--- config.mk ---
export PLATFORM = sky130hd
export DESIGN_NAME = triangle_pulse_arbiter
export DESIGN_NICKNAME = d
export VERILOG_FILES = /design/src/rtl/triangle_pulse_arbiter.sv
export SDC_FILE = /design/constraint.sdc
export NUM_CORES = 1
export LEC_CHECK = 0
export BUFFER_PORTS_ARGS = -buffer_cell sky130_fd_sc_hd__buf_2
export CAP_MARGIN = 30
export CORE_MARGIN = 1.5
export CORE_UTILIZATION = 41
export CTS_CLUSTER_SIZE = 14
export DETAILED_ROUTE_END_ITERATION = 10
export HOLD_SLACK_MARGIN = 0.08
export PLACE_DENSITY_LB_ADDON = 0.08
export SYNTH_ARGS = -nofsm -noshare
export SYNTH_HDL_FRONTEND = slang
export SYNTH_SLANG_ARGS = --single-unit
--- constraint.sdc ---
create_clock -name clock -period 1.7 [get_ports clock]
set_input_delay 0.51 -clock clock [delete_from_list [all_inputs] [get_ports clock]]
set_output_delay 0.51 -clock clock [all_outputs]
set_load 0.1 [all_outputs]
--- src/rtl/triangle_pulse_arbiter.sv ---
// Two-requester dav_/rfd arbiter in front of the triangular-pulse generator.
// Optional build macro ZERO_H_FILTER_EN: descriptors with h=0 are acknowledged but not forwarded.
module triangle_pulse_arbiter #(
  parameter int H_W        = 7,
  parameter int FIXED_PRIO = 0
) (
  input  logic           clock,
  input  logic           reset_,
  input  logic           dav0_,
  input  logic           s0,
  input  logic [H_W-1:0] h0,
  output logic           rfd0,
  input  logic           dav1_,
  input  logic           s1,
  input  logic [H_W-1:0] h1,
  output logic           rfd1,
  output logic           dav_,
  output logic           s,
  output logic [H_W-1:0] h,
  input  logic           rfd,
  output logic           grant,
  output logic           busy
);

  typedef enum logic [1:0] {
    ST_IDLE    = 2'd0,
    ST_UP_REL  = 2'd1,
    ST_DN_WAIT = 2'd2,
    ST_DN_SEND = 2'd3
  } state_t;

  state_t state_r;
  logic   rr_ptr_r;
  logic   req0_s;
  logic   req1_s;
  logic   pick_s;
  logic   sel_dav_s;
  logic   drop_s;

  // Qualify requests against our own rfd and pick the winner on a tie
  always_comb begin
    req0_s    = 1'b0;
    req1_s    = 1'b0;
    pick_s    = 1'b0;
    sel_dav_s = 1'b1;
    req0_s    = ~dav0_ & rfd0;
    req1_s    = ~dav1_ & rfd1;
    if (req0_s && req1_s) begin
      pick_s = (FIXED_PRIO != 0) ? 1'b0 : rr_ptr_r;
    end else if (req1_s) begin
      pick_s = 1'b1;
    end else begin
      pick_s = 1'b0;
    end
    if (grant) begin
      sel_dav_s = dav1_;
    end else begin
      sel_dav_s = dav0_;
    end
  end

`ifdef ZERO_H_FILTER_EN
  // A zero length would wrap the generator counter into a full-length pulse
  assign drop_s = (h == {H_W{1'b0}});
`else
  assign drop_s = 1'b0;
`endif

  // Capture, upstream release, downstream replay sequencing
  always_ff @(posedge clock or negedge reset_) begin
    if (!reset_) begin
      state_r  <= ST_IDLE;
      rfd0     <= 1'b0;
      rfd1     <= 1'b0;
      dav_     <= 1'b1;
      s        <= 1'b0;
      h        <= {H_W{1'b0}};
      grant    <= 1'b0;
      busy     <= 1'b0;
      rr_ptr_r <= 1'b0;
    end else begin
      case (state_r)
        ST_IDLE: begin
          rfd0 <= 1'b1;
          rfd1 <= 1'b1;
          if (req0_s || req1_s) begin
            s        <= pick_s ? s1 : s0;
            h        <= pick_s ? h1 : h0;
            grant    <= pick_s;
            busy     <= 1'b1;
            rr_ptr_r <= ~pick_s;
            state_r  <= ST_UP_REL;
            if (pick_s) begin
              rfd1 <= 1'b0;
            end else begin
              rfd0 <= 1'b0;
            end
          end
        end
        ST_UP_REL: begin
          if (sel_dav_s) begin
            if (drop_s) begin
              busy    <= 1'b0;
              state_r <= ST_IDLE;
            end else begin
              state_r <= ST_DN_WAIT;
            end
          end
        end
        ST_DN_WAIT: begin
          if (rfd) begin
            dav_    <= 1'b0;
            state_r <= ST_DN_SEND;
          end
        end
        ST_DN_SEND: begin
          // dav_ rises on the very edge rfd is seen low
          if (!rfd) begin
            dav_    <= 1'b1;
            busy    <= 1'b0;
            state_r <= ST_IDLE;
          end
        end
        default: begin
          dav_    <= 1'b1;
          busy    <= 1'b0;
          state_r <= ST_IDLE;
        end
      endcase
    end
  end

endmodule

==> reports/qor.yml, run 1 <==
status: "complete, no violations"
cp_data_required_time_ns: 1.19
cts.sinks: 16
reg2reg_from: "state_r[1]$_DFFE_PN0P_"
fin_ws_ns: 0.07944
grt_pass1_vias: 498
worst_slew_pin_slew_ns: 0.4882
clock_latency_ns: 0.28
yosysTopAreaCell: "dfrtp_1"
drtIter0Drc: 8
synth_top_area_share_pct: 45.59
syn_to_final_growth_pct: 35.41
cp_top_family: "buffers and inverters"
vias: 635
maxSlewViolCount: 0
num_io_pins: 34
drt_wl_total_um: 1532
rsz0062_at_grt: "no"
wl_per_cell_um: 10.87
syn_inst: 74
reg2reg_to: "state_r[1]$_DFFE_PN0P_"
h-tree-depth: 1
min_path_type: "in2async"
overflow: 0
synthTopCellsByArea: "dfrtp_1 (46%), mux2i_1 (12%), o21ai_0 (7.9%)"
firstDrtPassIters: 2
syn_avg_cell_area_um2: 11.13
finalHoldViolations: 0
ant_nets: 0
setup_viol: 0
pre_cts_ws_ns: 0.004180
antenna_found_initial: 0
grt_usage_pct: 13.77
r2r_setup_slack_ns: 0.09
nets: 141
synth_fp_nets: 100
grt_max_degree: 17
finalCritPeriodShare_pct: 95.33
maxSlewHeadroom_pct: 67.68
synth-seq-area-share_pct: 48.78
viasPerCell: 4.504
cts_tree: "done"
critical_path.slowest_cell: "buf_2"
crit_path_max_incr_delay_ns: 0.44
layout_min_cycle_time_ns: 1.621
maxCapViolCount: 0
yosys_register_bits: 16
die_h_um: 47.81
grt_pass1_wl_um: 2152
reg2regPathDepth: 4
final_common_cell: "buf_2"
start_util_pct: 42.84
fmaxAchievable_mhz: 617.1
cts.clk_slew.worst_paths_ns: 0.09
cp_max_fo: 3
placeableCoreArea_um2: 1922
syn_area_um2: 823.3
gp_congestion: 0.7462
hpwl_um: 1218
crit_path_end_kind: "output port"
num_rows: 16
yosysWarnings: 0
die_w_um: 47.81
portBuffers: 33
cts_made_buffers: 3
path_buf_inv: 1
final.fill_count: 187
cp-start-kind: "flip-flop"
die-area_um2: 2286
critPathKind: "reg2out"
worstPathCellList: "buf_2"
synth.distinct_cells: 20
final_core_util_pct: 58.01
diodes: 0
arrival_ns: 1.11
final_cell_mix: "buf_2 (32), dfrtp_1 (13), o21ai_0 (12)"
fin_worst_skew_ns: 0.002285
drive_gt1_share_pct: 44.74
post-route-drc-count: 0
root_buffer: "clkbuf_4"
cts_buffer_depth: 2
worst max path at each step:
stage                                       from                     end  slack, ns  cells past startpoint
after CTS                 state_r[0]$_DFFE_PN0P_  state_r[1]$_DFFE_PN0P_       0.02                      5
after global routing           grant$_DFFE_PN0P_                   grant       0.02                      1
final                          grant$_DFFE_PN0P_                   grant       0.08                      1
after global placement                     dav0_  state_r[1]$_DFFE_PN0P_       0.04                      5
after floorplan                grant$_DFFE_PN0P_  state_r[1]$_DFFE_PN0P_      -0.16                      3
after detailed placement  state_r[0]$_DFFE_PN0P_  state_r[1]$_DFFE_PN0P_      0.004                      5
sequential cells by signal (all words and copies together) (netlist names):
signal    flops
busy          1
dav_          1
grant         1
h             7
rfd0          1
rfd1          1
rr_ptr_r      1
s             1
state_r       2
worst register-to-register path: stages (launching register included):
cell and delay (ns):
dfrtp_1 0.43, ha_1 0.24, mux2_4 0.26, a211o_1 0.26, mux2_4 0.30
per-layer routing:
metal | vias to the layer above | GRT usage (%) | wire, um
met4 | 0 | 4.865 | 0
met5 | - | 0 | 0
li1 | 335 | - | -
met3 | 0 | 3.396 | 62
met1 | 285 | 18.10 | 699
met2 | 15 | 22.13 | 769
metrics by stage:
stage	area [um^2]	TNS, ns	cells	hold slack, ns
after detailed placement	1076	0	137	0.4472
final	1115	0	141	0.1258
after CTS	1112	0	141	0.1346
after global placement	1076	0	137	0.4500
after global routing	1115	0	141	0.1313
after floorplan	825.8	-0.1616	74	0.2144
synthesized netlist by cell type, drive strengths merged:
master	count
o22a	1
dfrtp	15
ha	5
a21boi	1
inv	4
o21ai	13
nor2	2
nor3b	1
nand2	8
and2b	1
a22o	1
a22oi	1
buf	3
a21oi	2
dfstp	1
nor2b	2
mux2i	10
mux2	2
a211o	1
cells by family after synthesis:
logic type / after synthesis / share of synthesized area, %
compound gates: 20 / 15.50
flops: 16 / 48.78
simple gates: 14 / 7.904
mux: 12 / 15.81
buf+inv: 7 / 4.407
fa+ha+maj: 5 / 7.599
cell type report:
| cell class | count | area [um^2] | share of cell area [%] |
|---|---|---|---|
| sequential | 16 | 404.1 | 36.25 |
| tap | 27 | 33.78 | 3.030 |
| multi-input combinational | 51 | 387.9 | 34.79 |
| inverter | 4 | 15.01 | 1.347 |
| timing repair buffer | 39 | 237.7 | 21.32 |
| clock buffer | 4 | 36.28 | 3.255 |
repair_timing:
action	4_1_cts	5_1_grt
hold buffers	0	0
endpoints found under the setup margin	1	1
hold endpoints to repair	0	0
gates resized for setup	1	1
pin swaps	0	1
setup buffers	0	0
Power of run 1 is not shown: default switching activity piles up to over one toggle a cycle in this logic, so the estimate is an artifact.
==> run 2: changes to the inputs <==
--- a/config.mk
+++ b/config.mk
@@ -7,5 +7,5 @@
 export LEC_CHECK = 0
 export BUFFER_PORTS_ARGS = -buffer_cell sky130_fd_sc_hd__buf_2
-export CAP_MARGIN = 30
+export CAP_MARGIN = 20
 export CORE_MARGIN = 1.5
 export CORE_UTILIZATION = 41
==> constraint.sdc (replaced) <==
create_clock -name clock -period 1.7 [get_ports clock]
set_input_delay 0.255 -clock clock [delete_from_list [all_inputs] [get_ports clock]]
set_output_delay 0.255 -clock clock [all_outputs]
set_load 0.1 [all_outputs]
==> reports/qor.yml, run 2 (synthesis gave the netlist of run 1 again) <==
ant_nets: 0
multi_input_area_um2: 387.9
syn_to_final_growth_pct: 33.28
num_io_pins: 34
cp-start-kind: "flip-flop"
cts.sinks: 16
crit_path_end_kind: "flip-flop"
drt_wl_total_um: 1581
layout_min_cycle_time_ns: 1.621
cts_made_buffers: 3
finalHoldViolations: 0
fin_area_um2: 1097
grt_pass1_wl_um: 2297
maxSlewViolCount: 0
cp_data_required_time_ns: 1.88
maxSlewHeadroom_pct: 67.44
diodes: 0
hold_depth: 3
arrival_ns: 1.80
largest_register_ffs: 7
die-area_um2: 2286
firstDrtPassIters: 4
nets: 142
reg2reg_from: "state_r[0]$_DFFE_PN0P_"
finalCritPeriodShare_pct: 95.33
vias: 652
fin_worst_skew_ns: 0.006047
worst_slew_pin_slew_ns: 0.4918
worstHoldStart: "h0[5]"
r2r_setup_slack_ns: 0.08
grt_pass1_vias: 505
final_cell_mix: "buf_2 (33), dfrtp_1 (13), o21ai_0 (12)"
cts.clk_slew.worst_paths_ns: 0.10
post-route-drc-count: 0
worstSetupStartpoint: "state_r[0]$_DFFE_PN0P_"
portBuffers: 33
drtIter0Drc: 6
cp_max_fo: 4
clock_latency_ns: 0.28
start_util_pct: 42.84
min_path_type: "in2reg"
final_core_util_pct: 57.10
grt_usage_pct: 15.23
rsz0062_at_grt: "no"
h-tree-depth: 1
maxCapViolCount: 0
setup_viol: 0
placed_cell_area_um2: 1041
status: "complete, no violations"
gp_congestion: 0.6608
reg2regPathDepth: 5
grt_max_degree: 17
final_common_cell: "buf_2"
crit_path_max_incr_delay_ns: 0.39
die_h_um: 47.81
overflow: 0
worstPathCellList: "inv_2, ha_1, mux2_4, a211o_1, mux2_4"
fmaxAchievable_mhz: 617.0
root_buffer: "clkbuf_4"
final.fill_count: 187
critical_path.slowest_cell: "dfrtp_1"
register_area_um2: 404.1
antenna_found_initial: 0
wl_per_cell_um: 11.13
cts_tree: "done"
cts_buffer_depth: 2
num_rows: 16
critPathKind: "reg2reg"
die_w_um: 47.81
hpwl_um: 1207
largest-register: "h"
drive_gt1_share_pct: 44.35
cpMostUsedCell: "mux2_4"
placeableCoreArea_um2: 1922
viasPerCell: 4.592
reg.largest.list: "h x7, state_r x2"
-- run 2: cell types whose count changed in the layout (fill, tap and decap cells not counted) --
cell	before	now
buf_2	32	33
dlygate4sd3_1	0	1
buf_12	2	0
buf_4	5	6
-- run 2: layout make-up --
type	instances	share of cell area (%)
clock buffers	4	3.307
inverters	4	1.368
multi-input cells	51	35.35
flip-flops and latches	16	36.83
well taps	27	3.079
repair buffers	40	20.07
-- run 2: worst max-delay path: cells and delay by family (launching register included) --
| family | cells | cell delay, ns |
|---|---|---|
| buf+inv | 1 | 0.07 |
| mux | 2 | 0.57 |
| fa+ha+maj | 1 | 0.22 |
| flops | 1 | 0.39 |
| compound gates | 1 | 0.27 |
-- run 2: final timing paths --
check,end
max,state_r[1]$_DFFE_PN0P_
min,h[5]$_DFFE_PN0P_
max reg2reg,state_r[1]$_DFFE_PN0P_
min reg2reg,h[0]$_DFFE_PN0P_
max in group asynchronous,dav_$_DFFE_PN1P_
min in group asynchronous,h[5]$_DFFE_PN0P_
-- run 2: per-stage QoR --
stage | worst slack, ns | std cells | hold slack [ns] | setup TNS [ns]
after floorplan | -0.1616 | 74 | -0.04059 | -0.1616
after global placement | 0.05439 | 136 | 0.1960 | 0
after detailed placement | 0.01182 | 136 | 0.1951 | 0
after CTS | 0.01050 | 142 | 0.2506 | 0
after global routing | 0.02407 | 142 | 0.2626 | 0
final | 0.07932 | 142 | 0.2510 | 0
-- run 2: what timing repair did --
action                     in CTS  in global routing
pin swaps                       0                  1
gates resized for setup         0                  2
buffers inserted                1                  0
hold buffers                    1                  0
setup endpoints to repair       1                  1
hold endpoints to repair       15                  0
-- run 2: per-layer routing --
| layer | up-vias | track usage (%) | share of wire (%) |
|---|---|---|---|
| met4 | 0 | 8.108 | 0.63 |
| met1 | 293 | 19.67 | 45 |
| met5 | - | 0 | 0 |
| met2 | 19 | 23.73 | 50 |
| li1 | 338 | - | - |
| met3 | 2 | 3.396 | 4.4 |
Power of run 2 is left out for the same reason.
